==> config.mk <==
export PLATFORM = sky130hd
export DESIGN_NAME = time_set_controller
export DESIGN_NICKNAME = d
export VERILOG_FILES = /design/src/rtl/time_set_controller.sv
export SDC_FILE = /design/constraint.sdc
export NUM_CORES = 1
export LEC_CHECK = 0
export ABC_AREA = 1
export ABC_CLOCK_PERIOD_IN_PS = 1650
export CORE_MARGIN = 5
export CORE_UTILIZATION = 40
export CTS_CLUSTER_DIAMETER = 100
export DETAILED_ROUTE_END_ITERATION = 8
export GPL_TIMING_DRIVEN = 0
export PLACE_DENSITY = 0.62
export SLEW_MARGIN = 20
export SYNTH_ARGS = -nofsm -noshare
export SYNTH_HDL_FRONTEND = slang
export SYNTH_SLANG_ARGS = --single-unit
==> constraint.sdc <==
create_clock -name clk -period 1.65 [get_ports clk]
set_input_delay 0.33 -clock clk [delete_from_list [all_inputs] [get_ports clk]]
set_output_delay 0.33 -clock clk [all_outputs]
set_load 0.01 [all_outputs]
==> src/rtl/time_set_controller.sv <==
// Mode/set sequencer for the wall clock: turns debounced MODE/INC levels into
// RUN/SET_HOUR/SET_MIN/SET_SEC sequencing, increment pulses with auto-repeat, and timekeeper gating.
module time_set_controller #(
  parameter int unsigned REPEAT_DELAY  = 50_000_000,
  parameter int unsigned REPEAT_RATE   = 10_000_000,
  parameter int unsigned TIMEOUT_TICKS = 30
) (
  input  logic       clk,
  input  logic       reset,
  input  logic       btn_mode,
  input  logic       btn_inc,
  input  logic       tick_1hz,
  output logic [1:0] state,
  output logic       inc_hour,
  output logic       inc_min,
  output logic       inc_sec,
  output logic       load,
  output logic       run_en,
  output logic       blink
);

  typedef enum logic [1:0] {RUN = 2'd0, SET_HOUR = 2'd1, SET_MIN = 2'd2, SET_SEC = 2'd3} state_e;

  localparam int unsigned HOLD_W = $clog2(REPEAT_DELAY + 1);
  localparam int unsigned TO_W   = $clog2(TIMEOUT_TICKS + 1);
  localparam logic [HOLD_W-1:0] HOLD_MAX = HOLD_W'(REPEAT_DELAY);
  localparam logic [HOLD_W-1:0] HOLD_PRE = HOLD_W'(REPEAT_DELAY - 1);
  localparam logic [HOLD_W-1:0] HOLD_RLD = HOLD_W'(REPEAT_DELAY - REPEAT_RATE);
  localparam logic [TO_W-1:0]   TO_MAX   = TO_W'(TIMEOUT_TICKS);
  localparam logic [TO_W-1:0]   TO_PRE   = TO_W'(TIMEOUT_TICKS - 1);

  state_e            state_q, state_d;
  logic              mode_prev_q, inc_prev_q, arm_q;
  logic              rep_q, rep_d;
  logic [HOLD_W-1:0] hold_q, hold_d;
  logic [TO_W-1:0]   to_q, to_d;
  logic              blink_q, blink_d, load_q, load_d, run_en_q, run_en_d;
  logic              inc_hour_q, inc_min_q, inc_sec_q;
  logic              inc_hour_d, inc_min_d, inc_sec_d;
  logic              mode_edge, inc_edge, inc_pulse;

  // arm_q masks the first cycle after reset so a button held through reset gives no edge
  assign mode_edge = arm_q & btn_mode & ~mode_prev_q;
  assign inc_edge  = arm_q & btn_inc & ~inc_prev_q;

  always_comb begin
    state_d   = state_q;
    rep_d     = rep_q;
    hold_d    = hold_q;
    to_d      = to_q;
    blink_d   = blink_q;
    load_d    = 1'b0;
    inc_pulse = 1'b0;
    if (state_q == RUN) begin
      rep_d   = 1'b0;
      hold_d  = '0;
      to_d    = '0;
      blink_d = 1'b0;
      if (mode_edge) begin
        state_d = SET_HOUR;
        blink_d = 1'b1;
      end
    end else if (mode_edge) begin
      rep_d  = 1'b0;
      hold_d = '0;
      to_d   = '0;
      if (state_q == SET_SEC) begin
        state_d = RUN;
        load_d  = 1'b1;
        blink_d = 1'b0;
      end else begin
        state_d = state_e'(state_q + 2'd1);
        blink_d = 1'b1;
      end
    end else if (tick_1hz && (to_q == TO_PRE) && !inc_edge) begin
      // set abandoned: back to RUN without loading
      state_d = RUN;
      rep_d   = 1'b0;
      hold_d  = '0;
      to_d    = '0;
      blink_d = 1'b0;
    end else begin
      if (tick_1hz) begin
        blink_d = ~blink_q;
        if (to_q < TO_MAX) to_d = to_q + 1'b1;
      end
      if (inc_edge) begin
        to_d      = '0;
        inc_pulse = 1'b1;
        hold_d    = '0;
        rep_d     = 1'b1;
      end else if (rep_q && btn_inc) begin
        if (hold_q == HOLD_PRE) begin
          inc_pulse = 1'b1;
          hold_d    = HOLD_RLD;
        end else if (hold_q < HOLD_MAX) begin
          hold_d = hold_q + 1'b1;
        end
      end else begin
        rep_d  = 1'b0;
        hold_d = '0;
      end
    end
    inc_hour_d = inc_pulse && (state_q == SET_HOUR);
    inc_min_d  = inc_pulse && (state_q == SET_MIN);
    inc_sec_d  = inc_pulse && (state_q == SET_SEC);
    run_en_d   = (state_d == RUN);
  end

  always_ff @(posedge clk) begin
    if (reset) begin
      state_q     <= RUN;
      mode_prev_q <= 1'b0;
      inc_prev_q  <= 1'b0;
      arm_q       <= 1'b0;
      rep_q       <= 1'b0;
      hold_q      <= '0;
      to_q        <= '0;
      blink_q     <= 1'b0;
      load_q      <= 1'b0;
      run_en_q    <= 1'b1;
      inc_hour_q  <= 1'b0;
      inc_min_q   <= 1'b0;
      inc_sec_q   <= 1'b0;
    end else begin
      state_q     <= state_d;
      mode_prev_q <= btn_mode;
      inc_prev_q  <= btn_inc;
      arm_q       <= 1'b1;
      rep_q       <= rep_d;
      hold_q      <= hold_d;
      to_q        <= to_d;
      blink_q     <= blink_d;
      load_q      <= load_d;
      run_en_q    <= run_en_d;
      inc_hour_q  <= inc_hour_d;
      inc_min_q   <= inc_min_d;
      inc_sec_q   <= inc_sec_d;
    end
  end

  assign state    = state_q;
  assign inc_hour = inc_hour_q;
  assign inc_min  = inc_min_q;
  assign inc_sec  = inc_sec_q;
  assign load     = load_q;
  assign run_en   = run_en_q;
  assign blink    = blink_q;

endmodule
# After elaboration in Yosys (flattened, before gate mapping)
# Cells that the tools add are included.
totals:
  register_bits: 43
  latch_bits: 0
  mem_bits_rw: 0
  romBits: 0
  in_bits: 5
  output_inout_bits: 8
  wordCells: 74
  mem_count: 0
op_classes:
  add_sub_neg: 3
  n_mul: 0
  div_mod_pow: 0
  n_lt_le_gt_ge: 2
  eq_ne: 6
  shift: 0
  n_mux: 23
  n_bitwise: 9
  reduce_logical: 17
op_table:
  columns: ["cell", "n"]
  rows:
  - ["26-bit two-way mux", 2]
  - ["26-bit by 1-bit adder with 26-bit output, second input constant", 1]
  - ["26-bit == test, second input constant", 1]
  - ["26-bit < comparator, second input constant", 1]
  - ["1-bit two-way mux", 16]
  - ["2-bit two-way mux", 5]
  - ["7-bit OR reduction", 1]
  - ["1-bit logical AND", 6]
  - ["6-bit OR reduction", 1]
  - ["5-bit by 1-bit adder with 5-bit output, second input constant", 1]
  - ["5-bit == test, second input constant", 1]
  - ["5-bit < comparator, second input constant", 1]
  - ["1-bit inverter", 5]
  - ["5-bit OR reduction", 1]
  - ["1-bit bitwise AND", 4]
  - ["2-bit == test, second input constant", 2]
  - ["2-bit zero test", 2]
  - ["4-bit nonzero test", 1]
  - ["4-bit OR reduction", 1]
  - ["3-bit OR reduction", 1]
  - ["2-bit by 1-bit adder with 2-bit output, second input constant", 1]
  - ["2-bit by 1-bit == test with 1-bit output, second input constant", 1]
  - ["2-bit inequality test, second input constant", 1]
  - ["2-bit AND reduction", 1]
  - ["2 further kinds", 2]

# Longest topological paths before layout
logic_depth:
  word_depth: 8
  ltp_mapped: 11
  depth_no_buf: 11

# Least setup slack after synthesis
# OpenSTA, ideal clock, no wires.
synth_timing:
  path_kind: "register -> register"
  startpoint: "register hold_q[0]"
  endpoint: "register hold_q[6]"
  setup_time_ns: 0.122
  arrival_ns: 1.380
  t_required_ns: 1.528
  path_slack_ns: 0.148
  path_stages_with_launch: 8
  path_buffers: 1
  period_less_slack_ns: 1.502
  path_cell_list: "dfxtp_1 -> ha_1 -> nand3_2 -> nor2_1 -> nand4_2 -> nand2_4 -> buf_6 -> a21oi_2"
synth_between:
  elab_chain_cells: 2
  word_cells_on_any_way: 4
  cone_classes: "add/sub (1); order compare (1); eq/ne (1); reduce/logical (1)"
synth_rtl:
  columns: ["item", "line_no", "rtl"]
  rows:
  - ["from (decl)", "35", "logic [HOLD_W-1:0] hold_q, hold_d;"]
  - ["from (signal assigned)", "131", "hold_q <= hold_d;"]
  - ["parallel branches: the longest is 2 deep, another holds 26-bit by 1-bit adder with 26-bit output", null, null]
# Several ways; the timed one is not identified.
# A chain may end at the register's enable or synchronous reset.

# Final worst setup path
# Same ends and word-level chain as after synthesis.

==> impl_metrics.csv <==
group,metric,value,unit
final_layout,instances_no_fill,508,
floorplan,io_pins,13,
critical_path,worst_ep_arrival_time,1.76,ns
clock_network,clk_latency,0.30,ns
floorplan,dieArea,8633,sq um
detailed_routing,wl_per_cell,12.34,microns
critical_path,cp.required,1.84,ns
final_layout,syn_to_final_growth,14.47,%
detailed_routing,drc,0,
clock_network,cts.sinks,43,
final_layout,fillCellCount,696,
synthesis,ys_ff_latch,43,
synthesis,synthCells,404,
placement,dpl_worst_slack,-0.3154,ns
detailed_routing,via_per_inst,4.862,
sta,post-route-period-util,95.35,%
synthesis,yosys.area.top_type,"dfxtp_1",
floorplan,start_util,40.70,%
floorplan,row_count,30,
sta,slew_violations,0,
sta,setup_ws,0.07669,ns
clock_network,numCtsBuffers,5,
placement,port_buffers,12,
final_layout,final_nets,440,
sta,setup_viol,0,
critical_path,cp_cell_sequence,"ha_4 -> nand3_2 -> nor2_1 -> nand4_2 -> nand2_4 -> buf_6 -> a21oi_2",
clock_network,clkTransAtPathRegs,0.08,ns
synthesis,ys_types,32,
grt,grt_pass1_vias,2393,
synthesis,synth.area.top_cells,"dfxtp_1 (31%), nand2_1 (19%), nor2_1 (8.1%)",
critical_path,endpoint_kind,"flop",
synthesis,avgSynthCellArea,6.807,sq um
clock_network,max-clock-path-buffers,2,
synthesis,synthFlopType,"dfxtp_1",
placement,hpwlAfterDp,4.816,mm
placement,place_inst,496,
power_and_ir_drop,leakage,1.273,nW
clock_network,h-tree-depth,2,
synthesis,synth_edf_count,0,
clock_network,root_buffer,"clkbuf_8",
critical_path,path_buf_inv,1,
grt,antenna_found_initial,0,
detailed_routing,first_pass_iters,4,
status,status,"finished, final reports clean",
placement,placed_area,2970,sq um
grt,grt_usage,15.88,%
grt,grt-ovfl-total,0,
clock_network,ctsHoldBuffers,0,
sta,worst_slew_pin_slew,0.2734,ns
synthesis,netlist.area_leader.share,31.30,%
synthesis,synth_nets,416,
synthesis,async_flop_share,0,%
flow_run,max_cap_violations,0,
sta,max_freq,635.6,MHz
power_and_ir_drop,pwr_density_cell,570.0,nW/um^2
detailed_routing,drtIter0Drc,153,
power_and_ir_drop,irDropWorstVdd,0.0004813,V
floorplan,core-area,6756,sq um
floorplan,die_y,92.92,microns
final_layout,final_area,3148,sq um
final_layout,drive_gt1_share,21.50,%
grt,grt_pass1_wl,10.99,mm
synthesis,yosysWarnings,0,
worst_hold_path,min_path_type,"reg -> reg",
detailed_routing,ant_nets,0,
critical_path,worstPathMaxFanout,10,
grt,grt_max_degree,14,
synthesis,yosysSeqAreaShare,31.30,%
clock_network,cts_tree,"done",
placement,gp_congestion,0.9175,
sta,maxSlewHeadroom,81.60,%
critical_path,crit_type,"reg -> reg",
critical_path,start_kind,"flop",
critical_path,crit_slowest_cell,"dfxtp_4",
critical_path,cp_top_family,"simple AND/OR/NAND/NOR gates",
sta,hold_viol,0,
sta,fin_skew,0.009151,ns
floorplan,dieWidth,92.92,microns
detailed_routing,vias,2470,
sta,fin_crit,1.573,ns
final_layout,antenna_cells,0,
synthesis,netlist_area,2750,sq um
critical_path,slowest_delay,0.39,ns
detailed_routing,drt_wl_total,6.271,mm
sta,rsz0062_at_grt,"true",
## power breakdown
part	internal, mW	switching, mW	total [mW]
Combinational	0.0336	0.0401	0.0737
Clock	0.290	0.379	0.669
Sequential	1.05	0.00602	1.05
Total	1.37	0.426	1.79
## synthesized netlist by cell type (2+ instances only)
cell type and n:
a211oi_1 2, a21oi_1 11, a21oi_2 14, buf_6 4, dfxtp_1 43, ha_1 7, inv_1 40, inv_2 4
nand2_1 140, nand2_2 7, nand2_4 4, nand3_1 15, nand3_2 5, nand3b_1 5, nand4_1 5, nor2_1 59
nor2_2 3, nor2_4 4, nor2_8 2, nor3_1 2, o211ai_1 2, o21ai_0 3, or2_2 2, xnor2_1 6
xor2_1 8
## layer usage
layer	global-route usage (%)	part of all wire, %	up-vias
met5	0	0	-
met4	3.785	1.4	0
met3	3.574	3.1	6
met2	27.05	48	48
met1	20.27	47	1107
li1	-	-	1309
## worst min-delay path, stage by stage (launching register included)
cell,delay (ns)
dfxtp_1,0.33
nand2_1,0.07
a21oi_1,0.05
## kinds of logic after synthesis
group / Yosys count / share of synthesized area, %
compound gates: 34 / 9.053
xor+xnor: 14 / 4.459
fa+ha+maj: 7 / 3.185
buf+inv: 49 / 8.189
flops: 43 / 31.30
simple gates: 257 / 43.81
## path summary, 6_finish.rpt
kind                      startpoint                       to  slack (ns)  cells after the start
max           hold_q[0]$_SDFFE_PP0P_   hold_q[6]$_SDFFE_PP0P_        0.08                      7
min          hold_q[23]$_SDFFE_PP0P_  hold_q[23]$_SDFFE_PP0P_        0.49                      2
max reg2reg   hold_q[0]$_SDFFE_PP0P_   hold_q[6]$_SDFFE_PP0P_        0.08                      7
min reg2reg  hold_q[23]$_SDFFE_PP0P_  hold_q[23]$_SDFFE_PP0P_        0.49                      2
## final cells by class
type	instances	area, sq um	area share [%]
buffer	5	60.06	1.908
clock buffer	5	68.82	2.186
clock inverter	2	13.76	0.4372
inverter	44	165.2	5.246
multi-input combinational	312	1699	53.97
sequential	43	883.3	28.06
tap	80	100.1	3.180
timing repair buffer	17	157.7	5.008
## cells in the final DEF, fill, tap and decap left out, types with 2 or more instances in the layout
master / count
nor2_4: 5
a211oi_1: 2
nor2_1: 54
nand4_1: 5
a21oi_2: 14
xnor2_1: 6
xor2_1: 8
nor3_1: 2
dfxtp_1: 27
nand2_4: 4
nand3_1: 15
buf_6: 4
buf_4: 5
nand3b_1: 5
nand3_2: 5
inv_1: 38
inv_2: 6
or2_2: 2
nor2_2: 7
a21oi_1: 11
o211ai_1: 2
clkdlybuf4s50_1: 12
dfxtp_2: 15
clkbuf_8: 5
nand2_2: 9
ha_1: 6
nand2_1: 138
o21ai_0: 3
nor2_8: 2
## metrics by stage
step	hold slack (ns)	TNS, ns	utilization [%]	power (mW)
6_report	0.4925	0	46.59	1.794
3_3_place_gp	0.4744	-6.307	43.96	1.146
2_1_floorplan	0.3991	0	-	1.114
5_1_grt	0.5241	-0.1057	46.59	1.882
4_1_cts	0.4937	0	45.74	1.834
3_5_place_dp	0.4837	-6.247	43.96	1.146
## state kept, by name, summed over array words and instances (netlist names)
name / count
run_en: 1
mode_prev_q: 1
inc_hour: 1
rep_q: 1
inc_prev_q: 1
hold_q: 26
blink: 1
to_q: 5
load: 1
state: 2
inc_min: 1
inc_sec: 1
arm_q: 1
## timing repair
action,in CTS,in global routing
pin swaps,1,1
resized for setup,5,24
endpoints found under the setup margin,24,29
endpoints found under the hold margin,0,0
cloned,0,0
setup buffers,3,2
Note: power is estimated with default switching activity, not from simulation.
